**config.mk**
```make
export PLATFORM = sky130hd
export DESIGN_NAME = nn_acc_burst_master
export DESIGN_NICKNAME = d
export VERILOG_FILES = /design/src/rtl/nn_acc_pkg.sv /design/src/rtl/nn_burst_counter.sv /design/src/rtl/nn_acc_burst_master.sv
export SDC_FILE = /design/constraint.sdc
export NUM_CORES = 1
export LEC_CHECK = 0
export CAP_MARGIN = 25
export CORE_ASPECT_RATIO = 0.5
export CORE_MARGIN = 1
export CORE_UTILIZATION = 40
export CTS_CLUSTER_SIZE = 30
export DETAILED_ROUTE_END_ITERATION = 8
export PLACE_DENSITY = 0.86
export SKIP_LAST_GASP = 1
export SLEW_MARGIN = 25
export SYNTH_ARGS = -nofsm -noshare
export SYNTH_HDL_FRONTEND = slang
export SYNTH_SLANG_ARGS = --single-unit
```
**constraint.sdc**
```tcl
create_clock -name clk -period 2.2 [get_ports clk]
set_input_delay 0.33 -clock clk [delete_from_list [all_inputs] [get_ports clk]]
set_output_delay 0.33 -clock clk [all_outputs]
set_load 0.02 [all_outputs]
```
**src/rtl/nn_acc_pkg.sv**
```systemverilog
// Shared types and constants for the single-MAC accelerator burst master.
package nn_acc_pkg;

  localparam logic [7:0]  WEIGHT_BASE = 8'h01;
  localparam logic [7:0]  IMAGE_BASE  = 8'h61;
  localparam logic [7:0]  RESULT_BASE = 8'hC1;

  localparam int unsigned VEC_WORDS   = 96;
  localparam int unsigned MAX_RESULTS = 24;

  localparam int unsigned BURST_CNT_W = 11;

  typedef enum logic [3:0] {
    StIdle,
    StWBegin,
    StWData,
    StIBegin,
    StIData,
    StCalcWait,
    StRBegin,
    StRData,
    StDone
  } nn_mst_state_t;

endpackage

```
**src/rtl/nn_burst_counter.sv**
```systemverilog
// Loadable burst down-counter; flags the final beat so the FSM can close the burst.
module nn_burst_counter #(
  parameter int unsigned Width = 11
) (
  input  logic             clk,
  input  logic             reset,
  input  logic             load_i,
  input  logic [Width-1:0] load_val_i,
  input  logic             dec_i,
  output logic             last_o
);

  logic [Width-1:0] cnt_q, cnt_d;

  // Decrement is gated on nonzero so a stray beat can never wrap the count.
  always_comb begin
    cnt_d = cnt_q;
    if (load_i) begin
      cnt_d = load_val_i;
    end else if (dec_i && (cnt_q != '0)) begin
      cnt_d = cnt_q - 1'b1;
    end
  end

  always_ff @(posedge clk or posedge reset) begin
    if (reset) begin
      cnt_q <= '0;
    end else begin
      cnt_q <= cnt_d;
    end
  end

  assign last_o = (cnt_q == {{(Width-1){1'b0}}, 1'b1});

endmodule

```
**src/rtl/nn_acc_burst_master.sv**
```systemverilog
// Avalon-MM burst initiator: streams weight/image vectors into the MAC accelerator per
// result, waits for each calculation, then burst-reads all results onto a result stream.
module nn_acc_burst_master #(
  parameter logic [7:0]  WEIGHT_BASE = nn_acc_pkg::WEIGHT_BASE,
  parameter logic [7:0]  IMAGE_BASE  = nn_acc_pkg::IMAGE_BASE,
  parameter logic [7:0]  RESULT_BASE = nn_acc_pkg::RESULT_BASE,
  parameter int unsigned VEC_WORDS   = nn_acc_pkg::VEC_WORDS,
  parameter int unsigned MAX_RESULTS = nn_acc_pkg::MAX_RESULTS
) (
  input  logic        clk,
  input  logic        reset,
  input  logic        start,
  input  logic [4:0]  num_results,
  output logic        busy,
  output logic        done,
  input  logic [31:0] src_data,
  input  logic        src_valid,
  output logic        src_ready,
  output logic [31:0] res_data,
  output logic        res_valid,
  output logic [7:0]  address,
  output logic        read,
  output logic        write,
  output logic        beginbursttransfer,
  output logic [10:0] burstcount,
  output logic [31:0] writedata,
  input  logic        waitrequest,
  input  logic        readdatavalid,
  input  logic [31:0] readdata
);

  import nn_acc_pkg::*;

  localparam logic [BURST_CNT_W-1:0] VecWords = BURST_CNT_W'(VEC_WORDS);
  localparam logic [4:0]             MaxRes   = 5'(MAX_RESULTS);

  nn_mst_state_t state_q, state_d;

  logic [4:0]  n_res_q, n_res_d;
  logic [4:0]  pass_cnt_q, pass_cnt_d;
  logic        settled_q, settled_d;
  logic [31:0] res_data_q, res_data_d;
  logic        res_valid_q, res_valid_d;

  logic                   cnt_load;
  logic [BURST_CNT_W-1:0] cnt_load_val;
  logic                   cnt_dec;
  logic                   cnt_last;

  logic [BURST_CNT_W-1:0] res_burst_len;
  logic                   is_weight;

  assign res_burst_len = {{(BURST_CNT_W-5){1'b0}}, n_res_q};
  assign is_weight     = (state_q == StWBegin) || (state_q == StWData);

  nn_burst_counter #(
    .Width (BURST_CNT_W)
  ) u_burst_counter (
    .clk        (clk),
    .reset      (reset),
    .load_i     (cnt_load),
    .load_val_i (cnt_load_val),
    .dec_i      (cnt_dec),
    .last_o     (cnt_last)
  );

  always_comb begin
    state_d            = state_q;
    n_res_d            = n_res_q;
    pass_cnt_d         = pass_cnt_q;
    settled_d          = 1'b0;
    res_data_d         = res_data_q;
    res_valid_d        = 1'b0;
    cnt_load           = 1'b0;
    cnt_load_val       = '0;
    cnt_dec            = 1'b0;
    busy               = 1'b1;
    done               = 1'b0;
    src_ready          = 1'b0;
    address            = '0;
    read               = 1'b0;
    write              = 1'b0;
    beginbursttransfer = 1'b0;
    burstcount         = '0;
    writedata          = '0;

    unique case (state_q)
      StIdle: begin
        busy = 1'b0;
        if (start) begin
          n_res_d    = (num_results > MaxRes) ? MaxRes : num_results;
          pass_cnt_d = '0;
          state_d    = (num_results == 5'd0) ? StDone : StWBegin;
        end
      end

      StWBegin, StIBegin: begin
        beginbursttransfer = 1'b1;
        address            = is_weight ? WEIGHT_BASE : IMAGE_BASE;
        burstcount         = VecWords;
        cnt_load           = 1'b1;
        cnt_load_val       = VecWords;
        state_d            = is_weight ? StWData : StIData;
      end

      // write follows the source directly; a stalled word stays on the bus because the
      // source cannot advance until src_ready.
      StWData, StIData: begin
        address    = is_weight ? WEIGHT_BASE : IMAGE_BASE;
        burstcount = VecWords;
        write      = src_valid;
        writedata  = src_data;
        src_ready  = src_valid && !waitrequest;
        cnt_dec    = src_ready;
        if (src_ready && cnt_last) begin
          state_d = is_weight ? StIBegin : StCalcWait;
        end
      end

      // First cycle ignores waitrequest so the slave has time to raise it for the calc.
      StCalcWait: begin
        if (settled_q && !waitrequest) begin
          pass_cnt_d = pass_cnt_q + 5'd1;
          state_d    = ((pass_cnt_q + 5'd1) == n_res_q) ? StRBegin : StWBegin;
        end else begin
          settled_d = 1'b1;
        end
      end

      StRBegin: begin
        beginbursttransfer = 1'b1;
        address            = RESULT_BASE;
        burstcount         = res_burst_len;
        cnt_load           = 1'b1;
        cnt_load_val       = res_burst_len;
        state_d            = StRData;
      end

      StRData: begin
        read       = 1'b1;
        address    = RESULT_BASE;
        burstcount = res_burst_len;
        cnt_dec    = readdatavalid;
        if (readdatavalid) begin
          res_data_d  = readdata;
          res_valid_d = 1'b1;
          if (cnt_last) begin
            state_d = StDone;
          end
        end
      end

      StDone: begin
        busy    = 1'b0;
        done    = 1'b1;
        state_d = StIdle;
      end

      default: begin
        state_d = StIdle;
      end
    endcase
  end

  always_ff @(posedge clk or posedge reset) begin
    if (reset) begin
      state_q     <= StIdle;
      n_res_q     <= '0;
      pass_cnt_q  <= '0;
      settled_q   <= 1'b0;
      res_data_q  <= '0;
      res_valid_q <= 1'b0;
    end else begin
      state_q     <= state_d;
      n_res_q     <= n_res_d;
      pass_cnt_q  <= pass_cnt_d;
      settled_q   <= settled_d;
      res_data_q  <= res_data_d;
      res_valid_q <= res_valid_d;
    end
  end

  assign res_data  = res_data_q;
  assign res_valid = res_valid_q;

endmodule
```
Word-level counts from Yosys, hierarchy flattened --
Index checks and enable logic that the tools add are counted.
Storage, ports and cells: input bits 75, word-level logic and storage cells 78, output and inout bits 90, register bits 59
Operators by class: muxes and demuxes 32, $lt $le $gt $ge 1, add/sub/neg operators 2, reduce and logical (&&, ||, !) cells 21, eq/ne operators 15
Operator list (count):
- two-way mux 32 bit | 1
- one-hot mux 7 bit (2 select lines) | 2
- two-way mux 4 bit | 6
- one-hot mux 4 bit (6 select lines) | 1
- two-way mux 11 bit | 2
- equality test 4 x 3 -> 1 bit (second input constant) | 4
- one-hot mux 8 bit (2 select lines) | 1
- two-way mux 5 bit | 3
- equality test 11 x 1 -> 1 bit (second input constant) | 1
- nonzero test 11 bit | 1
- subtractor 11 x 1 -> 11 bit (second input constant) | 1
- two-way mux 1 bit | 10
- inequality test 2 bit (second input constant) | 5
- one-hot mux 5 bit (2 select lines) | 1
- two-way mux 3 bit | 3
- equality test 4 x 2 -> 1 bit (second input constant) | 2
- OR reduction 2 bit | 4
- two-way mux 7 bit | 1
- adder 5 x 1 -> 5 bit (second input constant) | 1
- equality test 5 bit | 1
- > comparator 5 bit (second input constant) | 1
- logical NOT 5 bit | 1
- AND reduction 5 bit | 1
- equality test 4 x 1 -> 1 bit (second input constant) | 1
- 11 further kinds | 16

Depth between registers and ports, before layout --
depth after elaboration 6, mapped depth 7, depth with buffers taken out 7

By module --
From an unflattened synthesis, not the netlist that was laid out.
Second synthesis, totals: cell total of the unflattened synthesis 320, area total of the unflattened synthesis 3283.1 um^2
By module, submodules not included:
- nn_acc_burst_master | cells an instance 237, seq. area each 1201.2 um^2, area each 2557.5 um^2, instances 1
- nn_burst_counter | cells an instance 83, seq. area each 275.3 um^2, area each 725.7 um^2, instances 1

Worst setup path before layout --
No wires, ideal clock.
kind flip-flop to flip-flop, from reg state_q[1], to reg u_burst_counter.cnt_q[10], cell stages (with the launch flop) 7, clock period less this slack 2007 ps, data required time 2075 ps, library setup time 125 ps, arrival time 1882 ps, path buffers 1, slack 193 ps, path through dfrtp_1 -> buf_4 -> xor2_4 -> nand4b_2 -> a2111o_1 -> nor4_1 -> mux2_2
Between the ends: word-level cells in the longest chain between the ends 5, elaborated cells on any way between the ends 13, those cells by class eq/ne: 6; mux: 3; reduce/logical: 4
Ends and longest elaborated chain:
- start, declared | line nn_acc_burst_master.sv:37 | nn_mst_state_t state_q, state_d;
- start signal, assigned | line nn_acc_burst_master.sv:167 | state_q <= StIdle;
- start signal, assigned | line nn_acc_burst_master.sv:174 | state_q <= state_d;
- equality test 4 x 2 -> 1 bit or equality test 4 x 3 -> 1 bit (tied branches) | line nn_acc_burst_master.sv:87 | unique case (state_q)
- OR reduction 2 bit | line nn_acc_burst_master.sv:87
- one-hot mux 1 bit (2 select lines) | line nn_acc_burst_master.sv:87
- logical AND 1 bit | line nn_burst_counter.sv:20 | end else if (dec_i && (cnt_q != '0)) begin
- nonzero test 2 bit (no source line)
- end signal, assigned | line nn_burst_counter.sv:29 | cnt_q <= cnt_d;
- end, declared | line nn_burst_counter.sv:13 | logic [Width-1:0] cnt_q, cnt_d;
Parallel ways exist; a longest one is shown, timed or not. A chain may end at the register's enable or synchronous reset.

Worst setup path after layout --
from reg state_q[1], to out writedata[4]
Between the ends: word-level cells in the longest chain between the ends 3, elaborated cells on any way between the ends 4, those cells by class eq/ne: 2; mux: 1; reduce/logical: 1
Ends and longest elaborated chain:
- equality test 4 x 2 -> 1 bit or equality test 4 x 3 -> 1 bit (tied branches) | line nn_acc_burst_master.sv:87
- OR reduction 2 bit * | line nn_acc_burst_master.sv:87
- two-way mux 32 bit * | line nn_acc_burst_master.sv:87
- end, declared | line nn_acc_burst_master.sv:26 | output logic [31:0] writedata,
Mark *: on every way between the ends. The rest lies on a longest branch, timed or not.

==> impl_results.md <==
- Fin Clk Skew: between 0.003 and 0.004 ns
- Critical Path End: writedata[4]
- Final net count: around 570
- Std-Cell Rows: 22
- CTS Buffer Depth: 2
- Final hold viol count: 0
- Worst setup margin: just under 0.05 ns
- Synth area leaders: dfrtp_1 45%, mux2_2 12%, and3_1 6.7%, nand2_1 2.9%, buf_4 2.5%
- Placed cells: 591
- Design Area, Final: between 5000 and 6000 sq um
- Synth top area share: between 40% and 50%
- Max incr delay on CP: 0.40 ns
- Pins Over Slew Limit: 0
- DP HPWL: 7120 um
- Input/output buffers: ~160
- Initial antenna violation count: 0
- Post-route ant nets: 0
- Reg2reg end: u_burst_counter.cnt_q[8]$_DFFE_PP0P_
- R2R setup slack: ~0.080 ns
- First-pass GRT wire length: 15,600 um
- Setup CP Type: flip-flop to output port
- WL/cell: 16.5 um
- Gr usage total: 24.0%
- TritonRoute pass-1 iters: 4
- Leak: around 2.6 nW
- Reg-to-Reg Start: state_q[1]$_DFFE_PP0P_
- Sinks on Clock Net: 59
- Synthesized area: between 3000 and 4000 sq um
- Area post-placement: a little over 5000 sq um
- Chip width: ~130 um
- CTS Hold Buffers Added: 0
- Slowest-stage cell, CP: dfrtp_1
- Area of the multi-input gates: 1620 sq um
- Status: complete, no violations
- Crit. Startpoint: state_q[1]$_DFFE_PP0P_
- Asr flop ratio synth: 100%
- Vias in the first global route: 3,141
- Largest net degree at the start of global routing: 42
- DRT iter0 DRCs: between 100 and 150
- Biggest area consumer among synthesized cells: dfrtp_1
- Clk_lat worst skew: ~0.33 ns
- Netlist cell types: 52
- Critical path peak fanout: 33
- Mapped Cells: 323
- Fraction of layout cells with a size suffix above 1: around 17%
- Post-CTS Setup Inserts: 0
- Worst slew pin tran: 0.578 ns
- Area growth from synthesis to layout: 63.2%
- Startpoint Class: flip-flop
- Num CTS Buffers: 9
- Core box area: approximately 7600 sq um
- Worst hold slack: 0.318 ns
- Most used flip-flop cell after synthesis: dfrtp_1
- Crit-path most repeated cell: buf_12
- GPL Wtd Cong: between 0.9 and 1
- Die ar.: 8530 sq um
- MaxCap Viol Count: 0
- Ant diodes: 0
- Synthesis warning total: 0
- # IOs: ~170
- Maximum vdd ir drop: 0.000790 V
- Dpl ws: -0.0198 ns
- Reg area: about 1500 sq um
- Crit end category: output port
- Syn Area/Cell: between 10 and 15 sq um
- Non-Filler Instances: slightly above 600
- Pwr/cell area: 1440 nW/um^2
- Total Power: roughly 7.7 mW
- Critical Path RT: 1.87 ns
- Clk slew on worst S/H paths: 0.05 ns
- Total number of vias: 3,141
- Post-synth EDFFs: 0
- Sequential area share after synthesis: 45.3%
- Starting density of the core: between 40% and 50%
- Via density: 5.17
- Number of H-tree levels: 3
- CP cell instances: buf_12, xor2_4, buf_12, and3_1, dlygate4sd2_1
- Crit share post-route: about 98%
- Chip Height: approximately 66 um
- Most common library cells after synthesis: 59 x dfrtp_1, 36 x mux2_2, 35 x and3_1
- Data arrival, critical path: between 1.5 and 2 ns
- CTS tree: built
- FF-to-FF path depth: 7
- GRT Residual Overflow: 0
- Root Buffer: clkbuf_16
- Hold Path Class: input port to asynchronous set/reset pin
- Number of synthesized register bits: 59
- DRC errors left: 0
- Worst slew margin: roughly three fifths
- Fmax: between 400 and 500 MHz
- # fillers: between 500 and 600
- Post-Route WL: around 10,000 um
- Finish-stage setup viols: 0
- Final min period: between 2 and 2.5 ns
- Count leader, synth: dfrtp_1
area by class of cell:
class	instances	area share (%)
multi-input cells	231	30.4
inverters	14	0.988
repair buffers	179	32.1
clock buffers	13	4.89
well taps	108	2.54
flip-flops and latches	59	27.8
clock inverters	3	1.29
state kept, by name, indices dropped and copies added, names as in the netlist:
name / flops
res_data: 32
u_burst_counter.cnt_q: 11
n_res_q: 5
pass_cnt_q: 5
state_q: 4
res_valid: 1
settled_q: 1
routing by layer:
layer	GRT usage [%]	wire [um]
met2	41.8	4810
met4	6.98	158
met3	6.88	667
met5	0	0
met1	29.2	4360
critical path, delay by kind of cell, from the launching register on:
| family | cells | cell delay (ns) |
|---|---|---|
| and+or+nand+nor | 1 | 0.18 |
| buffers and inverters | 3 | 0.68 |
| DFF | 1 | 0.40 |
| xor gates and xnor gates | 1 | 0.22 |
kinds of logic after synthesis:
| logic type | synth area share, % |
|---|---|
| AOI/OAI and AO/OA | 11.0 |
| xor gates and xnor gates | 2.73 |
| adders and majority gates | 1.54 |
| buffers and inverters | 5.99 |
| DFF | 45.3 |
| muxes | 12.4 |
| other | 0.115 |
| and+or+nand+nor | 20.9 |
power by group:
group,total (mW),internal [mW],switching [mW]
registers,1.84,1.52,0.320
logic,4.29,1.99,2.31
clock network,1.54,1.06,0.485
total,7.67,4.56,3.11
placed cells by master, fill, tap and decap left out, types with 4 or more instances in the layout:
cell type,synthesis,routed
clkdlybuf4s50_1,0,108
dfrtp_1,59,58
dlygate4sd2_1,0,43
mux2_2,36,36
and3_1,35,35
nand2_1,25,25
buf_4,11,20
nor2_1,17,17
o21ai_0,15,15
inv_1,14,13
clkbuf_16,0,9
and2_1,8,8
a21oi_1,8,8
conb_1,1,8
nor3_1,6,6
nand3_1,6,6
xnor2_1,4,4
a22oi_1,4,4
a21o_1,4,4
ha_1,4,4
worst min path at each step:
stage | depth (start not counted) | start | slack, ns | to
2_1_floorplan | 2 | num_results[0] | 0.47 | n_res_q[0]$_DFFE_PP0P_
3_3_place_gp | 1 | res_data[17]$_DFFE_PP0P_ | 0.49 | res_data[17]$_DFFE_PP0P_
3_5_place_dp | 1 | res_data[4]$_DFFE_PP0P_ | 0.49 | res_data[4]$_DFFE_PP0P_
4_1_cts | 2 | reset | 0.33 | res_data[4]$_DFFE_PP0P_
5_1_grt | 2 | reset | 0.38 | res_data[31]$_DFFE_PP0P_
6_report | 2 | reset | 0.32 | res_data[31]$_DFFE_PP0P_
metrics by stage:
stage | TNS [ns] | utilization, %
final | 0 | 70.0
after global routing | -0.00916 | 70.0
after CTS | -0.0298 | 70.0
after detailed placement | -0.0198 | 66.5
after global placement | 0 | 66.5
after floorplan | 0 | -
what timing repair did:
action                     in CTS  in global routing
gates cloned                    0                  0
resized for setup              48                 10
setup endpoints to repair      47                  6
Note: power is estimated with default switching activity, not from simulation.
